==> src/rtl/uart_pkg.sv <==
// Shared UART definitions: receiver phases and
// the ALU command controller state encoding.
package uart_pkg;

  localparam logic [15:0] TIMEOUT_DEFAULT = 16'd50000;

  typedef enum logic [2:0] {
    RX_IDLE    = 3'd0,
    RX_START   = 3'd1,
    RX_DATA    = 3'd2,
    RX_STOP    = 3'd3,
    RX_CLEANUP = 3'd4
  } uart_rx_state_t;

  typedef enum logic [2:0] {
    TX_IDLE    = 3'd0,
    TX_START   = 3'd1,
    TX_DATA    = 3'd2,
    TX_STOP    = 3'd3,
    TX_CLEANUP = 3'd4
  } uart_tx_state_t;

  typedef enum logic [2:0] {
    S_WAIT_A  = 3'd0,
    S_WAIT_B  = 3'd1,
    S_WAIT_OP = 3'd2,
    S_EXEC    = 3'd3,
    S_SEND    = 3'd4,
    S_WAIT_TX = 3'd5
  } ctrl_state_t;

endpackage

==> src/rtl/uart_timeout.sv <==
// Saturating inter-byte watchdog; flags expiry
// once the idle count reaches TIMEOUT_CYCLES-1.
module uart_timeout
  import uart_pkg::*;
#(
  parameter logic [15:0] TIMEOUT_CYCLES = TIMEOUT_DEFAULT
) (
  input  logic i_Clock,
  input  logic i_reset,
  input  logic clear,
  input  logic enable,
  output logic expired
);

  logic [15:0] count;

  // idle cycle count, held at all-ones instead of wrapping
  always_ff @(posedge i_Clock) begin
    if (!i_reset) begin
      count <= '0;
    end else if (clear) begin
      count <= '0;
    end else if (enable && count != 16'hFFFF) begin
      count <= count + 16'd1;
    end
  end

  assign expired = enable &&
    (count == TIMEOUT_CYCLES - 16'd1);

endmodule

==> src/rtl/uart_alu_ctrl.sv <==
// Collects A, B and opcode bytes from the UART,
// runs the ALU and sends the result byte back.
module uart_alu_ctrl
  import uart_pkg::*;
#(
  parameter int          Bits           = 8,
  parameter int          OP_BITS        = 6,
  parameter logic [15:0] TIMEOUT_CYCLES = TIMEOUT_DEFAULT
) (
  input  logic               i_Clock,
  input  logic               i_reset,
  input  logic               i_Rx_Done,
  input  logic [Bits-1:0]    i_Rx_Byte,
  input  logic [Bits-1:0]    i_Alu_Result,
  input  logic               i_Tx_Done,
  output logic [Bits-1:0]    o_A,
  output logic [Bits-1:0]    o_B,
  output logic [OP_BITS-1:0] o_Op,
  output logic               o_Tx_Start,
  output logic [Bits-1:0]    o_Tx_Byte,
  output logic               o_busy,
  output logic               o_error,
  output logic               o_overrun
);

  ctrl_state_t state, state_n;

  logic [Bits-1:0]    a_n, b_n, txb_n;
  logic [OP_BITS-1:0] op_n;
  logic               txs_n, err_n, ovr_n;
  logic               in_wait, expired;

  assign in_wait = (state == S_WAIT_B) ||
                   (state == S_WAIT_OP);

  uart_timeout #(
    .TIMEOUT_CYCLES(TIMEOUT_CYCLES)
  ) u_timeout (
    .i_Clock(i_Clock),
    .i_reset(i_reset),
    .clear  (!in_wait || i_Rx_Done),
    .enable (in_wait),
    .expired(expired)
  );

  assign o_busy = (state != S_WAIT_A);

  // next state and next register values
  always_comb begin
    state_n = state;
    a_n     = o_A;
    b_n     = o_B;
    op_n    = o_Op;
    txb_n   = o_Tx_Byte;
    txs_n   = 1'b0;
    err_n   = 1'b0;
    ovr_n   = 1'b0;
    unique case (state)
      S_WAIT_A: begin
        if (i_Rx_Done) begin
          a_n     = i_Rx_Byte;
          state_n = S_WAIT_B;
        end
      end
      S_WAIT_B: begin
        if (i_Rx_Done) begin
          b_n     = i_Rx_Byte;
          state_n = S_WAIT_OP;
        end else if (expired) begin
          err_n   = 1'b1;
          state_n = S_WAIT_A;
        end
      end
      S_WAIT_OP: begin
        if (i_Rx_Done) begin
          op_n    = i_Rx_Byte[OP_BITS-1:0];
          state_n = S_EXEC;
        end else if (expired) begin
          err_n   = 1'b1;
          state_n = S_WAIT_A;
        end
      end
      S_EXEC: begin
        txb_n   = i_Alu_Result;
        ovr_n   = i_Rx_Done;
        state_n = S_SEND;
      end
      S_SEND: begin
        txs_n   = 1'b1;
        ovr_n   = i_Rx_Done;
        state_n = S_WAIT_TX;
      end
      S_WAIT_TX: begin
        ovr_n = i_Rx_Done;
        if (i_Tx_Done) state_n = S_WAIT_A;
      end
      default: begin
        state_n = S_WAIT_A;
      end
    endcase
  end

  // state and all registered outputs
  always_ff @(posedge i_Clock) begin
    if (!i_reset) begin
      state      <= S_WAIT_A;
      o_A        <= '0;
      o_B        <= '0;
      o_Op       <= '0;
      o_Tx_Byte  <= '0;
      o_Tx_Start <= 1'b0;
      o_error    <= 1'b0;
      o_overrun  <= 1'b0;
    end else begin
      state      <= state_n;
      o_A        <= a_n;
      o_B        <= b_n;
      o_Op       <= op_n;
      o_Tx_Byte  <= txb_n;
      o_Tx_Start <= txs_n;
      o_error    <= err_n;
      o_overrun  <= ovr_n;
    end
  end

endmodule

==> config.mk <==
export PLATFORM = sky130hd
export DESIGN_NAME = uart_alu_ctrl
export DESIGN_NICKNAME = d
export VERILOG_FILES = /design/src/rtl/uart_pkg.sv /design/src/rtl/uart_timeout.sv /design/src/rtl/uart_alu_ctrl.sv
export SDC_FILE = /design/constraint.sdc
export NUM_CORES = 1
export LEC_CHECK = 0
export CORE_MARGIN = 5
export CORE_UTILIZATION = 25
export DETAILED_ROUTE_END_ITERATION = 8
export GPL_TIMING_DRIVEN = 0
export PLACE_DENSITY = 0.45
export SYNTH_ARGS = -nofsm -noshare
export SYNTH_HDL_FRONTEND = slang
export SYNTH_SLANG_ARGS = --single-unit
==> constraint.sdc <==
create_clock -name i_Clock -period 4.7 [get_ports i_Clock]
set_clock_uncertainty 0.05 [all_clocks]
set_input_delay 0.705 -clock i_Clock [delete_from_list [all_inputs] [get_ports i_Clock]]
set_output_delay 0.705 -clock i_Clock [all_outputs]
set_load 0.01 [all_outputs]
==> reports/qor.csv <==
metric,value,unit
fin_setup_tns,0,ns
cts_repair_resize_count,0,
startpoint_of_the_lowest_slack_register_to_register_path,u_timeout.count[12],
cts_buffers,5,
hp-class,reg -> reg,
post_cts_hold_buffer_count,0,
min_to,o_B[1],
dr.pass1.iters,4,
slack_of_the_worst_reg_to_reg_path,2.71,ns
via_per_inst,4.76,
worstMarginPinSlew,1.02,ns
maxSlewViolCount,0,
ys_seq_elements,52,
timing.hold.worst.start,o_B[1],
starting_density_of_the_core,25.3,%
synth.top_cells.by_area,"sky130_fd_sc_hd__dfxtp_1 45%, sky130_fd_sc_hd__nand2_1 7.0%, sky130_fd_sc_hd__mux2i_1 6.9%, sky130_fd_sc_hd__a21boi_0 5.5%, sky130_fd_sc_hd__nor2b_1 3.8%",
timing.setup.critical_path_class,reg -> out,
post_cts_buffers,0,
postLayoutCellArea,3080,sq um
cp.arrival,1.69,ns
die_h,106,um
antenna_found_initial,0,
synth.cell_area,2310,sq um
timing.final.ws_setup,2.25,ns
place_hpwl,4530,um
r2r_end,u_timeout.count[1],
maxClockFrequency,409,MHz
rsz0062_at_grt,false,
cts.root.buffer_cell,sky130_fd_sc_hd__clkbuf_8,
final_layout_size_suffix_gt1_share,5.64,%
yosys_warnings,0,
power_per_cell_area,287,nW/um^2
max-clock-path-buffers,2,
synth_edf_count,0,
path_cells,"buf_4, or3_1, clkdlybuf4s50_1",
timing.critical_path.fanout_max,10,
timing.critical_path.slowest_stage_cell,sky130_fd_sc_hd__clkdlybuf4s50_1,
chip_width,106,um
grt_max_degree,17,
synth_top_area_share,45.1,%
async_flop_share,0,%
run_status,completed,
grt_use_total,11.3,%
dominantRegCellSynth,sky130_fd_sc_hd__dfxtp_1,
critical-path-top-delay-family,buffers and inverters,
route.detailed.wl_per_inst,14.4,um
crit_path_end_kind,primary output,
worst_skew_pair.late_latency,0.31,ns
p_leak,1.02,nW
grt_pass1_vias,2106,
num_vias,2045,
worst_setup_path_start_kind,flip-flop,
postLayoutCoreUtil,33.8,%
nNetsFinal,339,
pin_count,54,
tritoncts_clock_tree,yes,
cts_num_sinks,52,
drcViolationCount,0,
hold_viol_final,0,
globalplace.congestion,0.811,
worstPathRequired,3.94,ns
final.period_utilization,52.0,%
netlist.top_cell.by_area,sky130_fd_sc_hd__dfxtp_1,
post-place-ws,1.99,ns
global_route_wire_length_before_repair,10300,um
die_area,11200,sq um
worst_ir_drop_vdd,107,uV
drt_iter0_drc,65,
max_stage_delay,0.50,ns
insertedDiodeCount,0,
holdPathStages,2,
ant_nets,0,
slew_headroom,31.6,%
grt.overflow.total,0,
placed_cell_area,2970,sq um
final.hold.worst_slack,0.417,ns
worst-path-buf-inv,2,
floorplan.rows,35,
synthDistinctLibCells,42,
drv_cap,0,
placeableCoreArea,9110,sq um
worst-r2r-cell-count,6,
cts-htree-levels,2,
synth-seq-area-share,45.1,%
startpoint,state[0],
clk_transition_reported_paths,0.11,ns
wl,6210,um
avgSynthCellArea,8.90,sq um
fillerInstances,987,
area.growth.synth_to_final,33.4,%
synth_fp_nets,280,
final_period_demand_of_the_worst_path,2.45,ns
portBuffers,52,
timing.final.setup_violations,0,
postSynthCellCount,259,
[per-layer routing]
layer | vias up | part of all wire (%) | track usage, %
met5 | - | 0 | 0
met4 | 0 | 0.89 | 3.24
met1 | 956 | 46 | 13.4
met3 | 5 | 6.6 | 4.61
li1 | 1040 | - | -
met2 | 44 | 47 | 19.0
[final cells by class]
cell class	count	area, sq um	share of cell area (%)
Inverter	4	15.0	0.488
Timing Repair Buffer	52	520	16.9
Multi-Input combinational cell	187	1180	38.3
Clock buffer	6	72.6	2.36
Buffer	16	71.3	2.32
Sequential cell	52	1040	33.8
Clock inverter	2	38.8	1.26
Tap cell	111	139	4.51
[power breakdown]
| part | total [W] | switching, W | leakage, nW | internal [W] |
|---|---|---|---|---|
| combinational | 0.000102 | 0.0000499 | 0.543 | 0.0000516 |
| sequential | 0.000458 | 0.00000593 | 0.421 | 0.000452 |
| clock | 0.000323 | 0.000161 | 0.0558 | 0.000161 |
[tightest hold or removal path: cells and delay by family, from the launching register on]
family | cells | cell delay, ns
AOI/OAI and AO/OA | 1 | 0.06
and+or+nand+nor | 1 | 0.04
DFF | 1 | 0.32
[synth_stat cells, types with 2 or more instances]
cell type / count
sky130_fd_sc_hd__dfxtp_1: 52
sky130_fd_sc_hd__nand4_1: 5
sky130_fd_sc_hd__inv_1: 4
sky130_fd_sc_hd__or4_1: 7
sky130_fd_sc_hd__nand3_1: 5
sky130_fd_sc_hd__nor3b_1: 2
sky130_fd_sc_hd__nor3_1: 8
sky130_fd_sc_hd__or3_1: 6
sky130_fd_sc_hd__or2_2: 2
sky130_fd_sc_hd__clkbuf_1: 8
sky130_fd_sc_hd__and3_1: 2
sky130_fd_sc_hd__nand4b_1: 2
sky130_fd_sc_hd__o41ai_1: 2
sky130_fd_sc_hd__o21ai_0: 5
sky130_fd_sc_hd__nand2_1: 43
sky130_fd_sc_hd__nand2b_1: 6
sky130_fd_sc_hd__buf_2: 6
sky130_fd_sc_hd__nor2b_1: 14
sky130_fd_sc_hd__o31ai_1: 7
sky130_fd_sc_hd__mux2i_1: 16
sky130_fd_sc_hd__a21oi_1: 13
sky130_fd_sc_hd__a21boi_0: 17
sky130_fd_sc_hd__nor2_1: 5
sky130_fd_sc_hd__nor4_1: 3
sky130_fd_sc_hd__nor4bb_1: 2
[placed cells by master (no fill, tap or decap), types with 2 or more instances in the layout]
cell                              instances
sky130_fd_sc_hd__nor2_1                   5
sky130_fd_sc_hd__or2_2                    2
sky130_fd_sc_hd__dfxtp_1                 52
sky130_fd_sc_hd__nor3_1                   8
sky130_fd_sc_hd__nor3b_1                  2
sky130_fd_sc_hd__nand4b_1                 2
sky130_fd_sc_hd__or4_1                    7
sky130_fd_sc_hd__mux2i_1                 16
sky130_fd_sc_hd__nand4_1                  5
sky130_fd_sc_hd__clkbuf_1                 9
sky130_fd_sc_hd__o21ai_0                  5
sky130_fd_sc_hd__o31ai_1                  7
sky130_fd_sc_hd__nand3_1                  5
sky130_fd_sc_hd__clkdlybuf4s50_1         52
sky130_fd_sc_hd__or3_1                    6
sky130_fd_sc_hd__inv_1                    4
sky130_fd_sc_hd__buf_2                    6
sky130_fd_sc_hd__a21oi_1                 13
sky130_fd_sc_hd__clkbuf_8                 5
sky130_fd_sc_hd__nor2b_1                 14
sky130_fd_sc_hd__nor4bb_1                 2
sky130_fd_sc_hd__o41ai_1                  2
sky130_fd_sc_hd__a21boi_0                17
sky130_fd_sc_hd__nand2b_1                 6
sky130_fd_sc_hd__nor4_1                   3
sky130_fd_sc_hd__and3_1                   2
sky130_fd_sc_hd__nand2_1                 43
[through the flow]
step | power [W] | instances
2_1_floorplan | 0.000517 | 259
3_3_place_gp | 0.000572 | 422
3_5_place_dp | 0.000572 | 422
4_1_cts | 0.000896 | 430
5_1_grt | 0.000922 | 430
6_report | 0.000882 | 430
[sequential cells by signal (all words and copies together), names as in the netlist]
register and cells:
u_timeout.count 16, o_A 8, o_B 8, o_Tx_Byte 8
o_Op 6, state 3, o_Tx_Start 1, o_error 1
o_overrun 1
[worst max path at each step]
stage / end / slack [ns] / cells after the start
after floorplan: o_Op[0] / 2.95 / 5
after global placement: o_A[3] / 1.91 / 5
after detailed placement: o_A[3] / 1.99 / 5
after CTS: o_busy / 2.24 / 3
after global routing: o_A[2] / 2.08 / 5
final: o_busy / 2.25 / 3
[kinds of logic after synthesis]
family	after synthesis	synth area share (%)
and+or+nand+nor	116	27.2
AOI/OAI and AO/OA	52	15.4
DFF	52	45.1
buffers and inverters	20	3.74
muxes	16	6.95
xor gates and xnor gates	2	1.09
adders and majority gates	1	0.543
Note: power is estimated with default switching activity, not from simulation.
